[src/rtl/clock_route_switch_ctrl.sv]
// Sequencing controller for a glitch-safe clock source switchover.
// Gates the route off, changes the mux select, waits for it to settle, then re-enables.
module clock_route_switch_ctrl #(
   parameter int NUM_SRC       = 4,
   parameter int SEL_W         = $clog2(NUM_SRC),
   parameter int DEFAULT_SEL   = 0,
   parameter int GATE_CYCLES   = 2,
   parameter int SETTLE_CYCLES = 4,
   parameter int CNT_W         = 8
) (
   input  logic             i_clk,
   input  logic             i_rst_n,
   input  logic             i_req_valid,
   output logic             o_req_ready,
   input  logic [SEL_W-1:0] i_req_sel,
   output logic [SEL_W-1:0] o_route_sel,
   output logic             o_route_enable,
   output logic             o_busy,
   output logic             o_done,
   output logic             o_err_sel
);

   typedef enum logic [1:0] {
      IDLE     = 2'd0,
      GATE_OFF = 2'd1,
      SWITCH   = 2'd2,
      SETTLE   = 2'd3
   } state_t;

   localparam logic [CNT_W-1:0] GATE_LAST     = CNT_W'(GATE_CYCLES - 1);
   localparam logic [CNT_W-1:0] SETTLE_LAST   = CNT_W'(SETTLE_CYCLES - 1);
   localparam logic [SEL_W:0]   NUM_SRC_W     = (SEL_W + 1)'(NUM_SRC);
   localparam logic [SEL_W-1:0] DEFAULT_SEL_W = SEL_W'(DEFAULT_SEL);
   localparam bit               SWITCH_IS_END = (SETTLE_CYCLES == 1);

   state_t           r_state;
   logic [CNT_W-1:0] r_count;
   logic [SEL_W-1:0] r_target;
   logic             r_postReset;
   logic [SEL_W-1:0] r_routeSel;
   logic             r_routeEnable;
   logic             r_reqReady;
   logic             r_busy;
   logic             r_done;
   logic             r_errSel;

   logic             w_accept;
   logic             w_selInvalid;
   logic             w_selSame;
   logic [CNT_W-1:0] w_countInc;

   assign w_accept     = i_req_valid && r_reqReady;
   assign w_selInvalid = {1'b0, i_req_sel} >= NUM_SRC_W;
   assign w_selSame    = (i_req_sel == r_routeSel);
   assign w_countInc   = (r_count == '1) ? r_count : r_count + CNT_W'(1);

   // The SWITCH edge already counts toward the settle window, so SETTLE is
   // entered from SWITCH with the counter preloaded to 1; after reset it starts at 0.
   always_ff @(posedge i_clk or negedge i_rst_n) begin
      if (!i_rst_n) begin
         r_state       <= SETTLE;
         r_count       <= '0;
         r_target      <= DEFAULT_SEL_W;
         r_postReset   <= 1'b1;
         r_routeSel    <= DEFAULT_SEL_W;
         r_routeEnable <= 1'b0;
         r_reqReady    <= 1'b0;
         r_busy        <= 1'b1;
         r_done        <= 1'b0;
         r_errSel      <= 1'b0;
      end else begin
         r_done   <= 1'b0;
         r_errSel <= 1'b0;
         case (r_state)
            IDLE: begin
               if (w_accept) begin
                  if (w_selInvalid) begin
                     r_errSel <= 1'b1;
                  end else if (w_selSame) begin
                     r_done <= 1'b1;
                  end else begin
                     r_target      <= i_req_sel;
                     r_routeEnable <= 1'b0;
                     r_reqReady    <= 1'b0;
                     r_busy        <= 1'b1;
                     r_count       <= '0;
                     r_state       <= GATE_OFF;
                  end
               end
            end
            GATE_OFF: begin
               if (r_count == GATE_LAST) begin
                  r_routeSel <= r_target;
                  r_count    <= '0;
                  r_state    <= SWITCH;
               end else begin
                  r_count <= w_countInc;
               end
            end
            SWITCH: begin
               if (SWITCH_IS_END) begin
                  r_routeEnable <= 1'b1;
                  r_reqReady    <= 1'b1;
                  r_busy        <= 1'b0;
                  r_done        <= 1'b1;
                  r_count       <= '0;
                  r_state       <= IDLE;
               end else begin
                  r_count <= CNT_W'(1);
                  r_state <= SETTLE;
               end
            end
            SETTLE: begin
               // Only a real switchover reports done; the post-reset settle does not.
               if (r_count == SETTLE_LAST) begin
                  r_routeEnable <= 1'b1;
                  r_reqReady    <= 1'b1;
                  r_busy        <= 1'b0;
                  r_done        <= !r_postReset;
                  r_postReset   <= 1'b0;
                  r_count       <= '0;
                  r_state       <= IDLE;
               end else begin
                  r_count <= w_countInc;
               end
            end
            default: begin
               r_state <= SETTLE;
               r_count <= '0;
            end
         endcase
      end
   end

   assign o_req_ready    = r_reqReady;
   assign o_route_sel    = r_routeSel;
   assign o_route_enable = r_routeEnable;
   assign o_busy         = r_busy;
   assign o_done         = r_done;
   assign o_err_sel      = r_errSel;

endmodule
[config.mk]
export PLATFORM = sky130hd
export DESIGN_NAME = clock_route_switch_ctrl
export DESIGN_NICKNAME = d
export VERILOG_FILES = /design/src/rtl/clock_route_switch_ctrl.sv
export SDC_FILE = /design/constraint.sdc
export NUM_CORES = 1
export LEC_CHECK = 0
export BUFFER_PORTS_ARGS = -buffer_cell sky130_fd_sc_hd__buf_4
export CORE_ASPECT_RATIO = 0.5
export CORE_MARGIN = 4
export CORE_UTILIZATION = 36
export DETAILED_ROUTE_END_ITERATION = 6
export HOLD_SLACK_MARGIN = 0.05
export SYNTH_ARGS = -nofsm -noshare
export SYNTH_HDL_FRONTEND = slang
export SYNTH_SLANG_ARGS = --single-unit
[constraint.sdc]
create_clock -name i_clk -period 5.2 [get_ports i_clk]
set_input_delay 0.26 -clock i_clk [delete_from_list [all_inputs] [get_ports i_clk]]
set_output_delay 0.26 -clock i_clk [all_outputs]
set_load 0.02 [all_outputs]
Yosys cells after proc, flatten, opt, wreduce, memory -nomap -nowiden. Index checks and enable logic that the tools add are counted.

Flip-flop bits (word level): 18. Input port bits: 5. Output and inout bits: 7. Word-level logic and storage cells: 54.

Add/subtract/negate cells: 1. Equality and inequality tests: 11. Mux-type cells: 23. Bitwise operators: 1. Reduce and logical (&&, ||, !) cells: 10.

Operators by type and width (number): 2-to-1 mux 8 bit (5); case mux 8 bit (4 select lines) (1); 2-to-1 mux 1 bit (9); adder 8 x 1 -> 8 bit (second input constant) (1); == test 8 x 1 -> 1 bit (second input constant) (1); == test 8 x 2 -> 1 bit (second input constant) (1); == test 8 bit (second input constant) (1); 2-to-1 mux 2 bit (4); inequality test 2 bit (second input constant) (4); case mux 2 bit (4 select lines) (1); AND reduction 4 bit (2); case mux 1 bit (2 select lines) (3); AND reduction 2 bit (3); == test 2 bit (second input constant) (2); AND reduction 3 bit (1); == test 2 x 1 -> 1 bit (second input constant) (1); == test 2 bit (1); logical NOT 2 bit (1); nonzero test 2 bit (1); logical AND 1 bit (1); logical NOT 1 bit (1); NOT 1 bit (1).

Logic depth before layout (Yosys ltp).
Depth after elaboration: 4. Mapped depth: 8. Mapped depth without buffers: 6.

Worst setup path before layout. OpenSTA, ideal clock, no wires.

Kind: register to register. From: register r_state[1]. To: register r_state[1]. Setup time: 0.085 ns. Arrival: 1.712 ns. Data required time: 5.115 ns. Path slack: 3.403 ns. Cell stages (with the launch flop): 8. Path buffers: 1. Clock period less this slack: 1.797 ns. Cells stage by stage: dfstp_2 > inv_1 > ha_1 > o22ai_1 > o2111a_1 > buf_6 > a21boi_2 > mux2_1.

Word-level cells in the longest chain between the ends: 3. Elaborated cells between the ends (all ways): 10. Those cells by class: eq/ne (7); mux (1); reduce/logical (2).

RTL lines: start: declaration (line 36) `state_t r_state;`; start signal: assignment (line 61) `r_state <= SETTLE;`; start signal: assignment (line 87) `r_state <= GATE_OFF;`; start signal: assignment (line 95) `r_state <= SWITCH;`; == test 2 bit, or another cell as far along (line 74) `case (r_state)`; inequality test 2 bit (no source line); AND reduction 4 bit (no source line).

Several ways; a longest one is shown, not always the timed one. A chain may end at the register's enable or synchronous reset.

Worst setup path in the final report. Ends and elaborated chain as after synthesis.

==> reports/results.ini <==
[drt]
first_iter_violations=36
dr.pass1.iters=4
vias_per_cell=5.59
antenna_left=0
vias=856
routed_wl_um=2220
wl_per_cell_um=14.5
drc=0

[setup_path]
path_max_fanout=18
cp.required_ns=5.39
end_kind=flop
path_class=reg -> reg
startpoint_type=flop
critPathArrivalTime_ns=2.45

[synthesis]
avgSynthCellArea_um2=10.4
ys_ff_latch=18
synthTopCellsByCount=dfrtp_1 (14), inv_1 (7), ha_1 (6)
synthesis.area_mm2=0.00112
synthAdderAreaFrac_pct=6.69
synth_edf_count=0
synth_cell_types=42
synth_xor_xnor_area_share_pct=1.56
syn_nets=119
synth_top_family_by_area=simple AND/OR/NAND/NOR gates
yosysMostFrequentCell=dfrtp_1
muxShareOfSynthArea_pct=5.91
synth_top_area_share_pct=31.2
synth_warnings=0
synth-main-ff-cell=dfrtp_1
synth-simple-area-share_pct=21.2
synthCells=108
yosysTopAreaCell=dfrtp_1
async_reset_ff_share_pct=100
synth_area_leaders=dfrtp_1 (31%), dfstp_2 (9.4%), ha_1 (6.7%)
ys_seq_area_share_pct=40.6
synth_compound_area_share_pct=16.9

[sta]
rsz0062_at_grt=no
slew_headroom_pct=53.1
finalHoldViolCount=0
tightest_slew_ns=0.703
slew_viol_final=0
setup_viol=0
setup_tns_ns=0
hold-worst-slack_ns=0.259
fin_skew_ns=0.00491
period_share_pct=43.6
min_period_ns=2.27
fmax_mhz=441

[clocking]
cts_resized=0
numCtsBuffers=3
clk_transition_reported_paths_ns=0.07
insertion_delay_ns=0.26
cts_root_buffer=clkbuf_8
cts.sinks=18
post-cts-setup-buffers=0
cts_tree=built
cts-htree-levels=1
clk_path_buf_depth=2

[power]
pwr_density_cell_mw_per_mm2=499
p_leak_nw=0.593
p_sw_w=0.000253
ir_drop_uv=184
swShare_pct=40.4
p_int_w=0.000374
pwr-share-seq_pct=34.7
power.clock.fraction_pct=18.5
pwr-share-comb_pct=46.8

[run]
max_cap_violations=0

[global_routing]
grt_pass1_wl_um=3730
use_met2_pct=19.8
grt-busiest-layer=met2
grt_max_degree=22
grt_use_total_pct=12.2
grt_pass1_vias=794
grtUsageMet3_pct=4.64
antenna_found_initial=0
use_met1_pct=15.5
overflow=0

[outcome]
status=complete, no violations

[floorplan]
initial_core_util_pct=40.4
coreArea_mm2=0.00278
die_h_um=47.5
core.rowCount=13
die_width_um=87.0
fp.dieArea_mm2=0.00413
pin_count=12

[layout]
finalNetCount=128
antenna_cells=0
drive_gt1_share_pct=21.6
fin_util_pct=45.3
syn2layout_area_growth_pct=12.2

[place]
detailed_place_hpwl_um=1590
io_buffers=10
globalplace.congestion=0.809

[hold_path]
hp-class=in -> reg

==> flip-flops by register name, summed over array words and instances, names as in the netlist <==
| register | cells |
|---|---|
| o_req_ready | 1 |
| r_count | 8 |
| o_route_sel | 2 |
| o_done | 1 |
| r_state | 2 |
| r_target | 2 |
| o_busy | 1 |
| r_postReset | 1 |
==> critical path, cell delays in order, from the launching register on <==
cell	delay, ns
dfstp_2	0.56
inv_1	0.06
ha_1	0.21
o22ai_1	0.13
o2111a_1	0.61
a21boi_2	0.29
mux2_1	0.33
==> layout by cell type, fill, tap and decap left out, drive strengths merged, types with 3 or more instances in the layout <==
master	netlist	final
and3	3	3
dfstp	4	4
nor2	5	5
ha	6	6
a311oi	3	3
mux2	5	5
clkbuf	2	4
o22a	5	5
nor3	5	5
inv	7	7
nand3	5	5
nor4	6	6
buf	5	10
dfrtp	14	14
==> power groups by stage <==
stage	Combinational, W	Sequential, W	Clock, W
2_1_floorplan	0.000245	0.000224	0
3_3_place_gp	0.000290	0.000218	0
3_5_place_dp	0.000293	0.000220	0
4_1_cts	0.000295	0.000218	0.000121
5_1_grt	0.000328	0.000224	0.000128
6_report	0.000294	0.000218	0.000116
==> per-stage QoR <==
step / setup WS [ns] / cell area, µm² / power (W) / std cells
final: 2.93 / 1260 / 0.000627 / 153
after global routing: 2.81 / 1260 / 0.000679 / 153
after CTS: 2.96 / 1260 / 0.000635 / 153
after detailed placement: 2.98 / 1190 / 0.000513 / 148
after global placement: 3.02 / 1190 / 0.000508 / 148
after floorplan: 3.40 / 1120 / 0.000468 / 108
==> final cells by class <==
type	count	area [µm²]
Sequential cell	18	455
Timing Repair Buffer	11	85.1
Inverter	7	26.3
Multi-Input combinational cell	76	591
Tap cell	37	46.3
Fill cell	265	1520
Clock buffer	4	55.1
==> layer usage <==
metal	vias to the layer above	routed length, µm
li1	421	-
met1	414	1120
met2	19	972
met3	2	110
met4	0	20
met5	-	0
==> timing repair <==
action | 4_1_cts | 5_1_grt
endpoints found under the hold margin | 14 | 0
endpoints found under the setup margin | 0 | 0
hold buffers | 1 | 0
==> cells by family (layout without fill, tap and decap cells) <==
group / Yosys count / count (layout)
adder cells (fa/ha/maj): 6 / 6
AO/OA/AOI/OAI: 23 / 23
flip-flops: 18 / 18
multiplexers: 6 / 6
XOR/XNOR: 2 / 2
buffers and inverters: 14 / 22
AND/OR/NAND/NOR: 38 / 38
other: 1 / 1
==> path summary, 6_finish.rpt <==
path                                         from                    endpoint  slack (ns)  depth (start not counted)
max                        r_state[1]$_DFFE_PN1P_      r_state[1]$_DFFE_PN1P_        2.93                          6
min                                  i_req_sel[0]     r_target[0]$_DFFE_PN0P_        0.26                          2
max reg2reg                r_state[1]$_DFFE_PN1P_      r_state[1]$_DFFE_PN1P_        2.93                          6
min reg2reg                    o_busy$_DFFE_PN1P_          o_busy$_DFFE_PN1P_        0.49                          2
max in group asynchronous                 i_rst_n      r_state[0]$_DFFE_PN1P_        4.53                          2
min in group asynchronous                 i_rst_n  o_route_sel[0]$_DFFE_PN0P_        0.41                          2
Power figures use the tool's default switching activity.
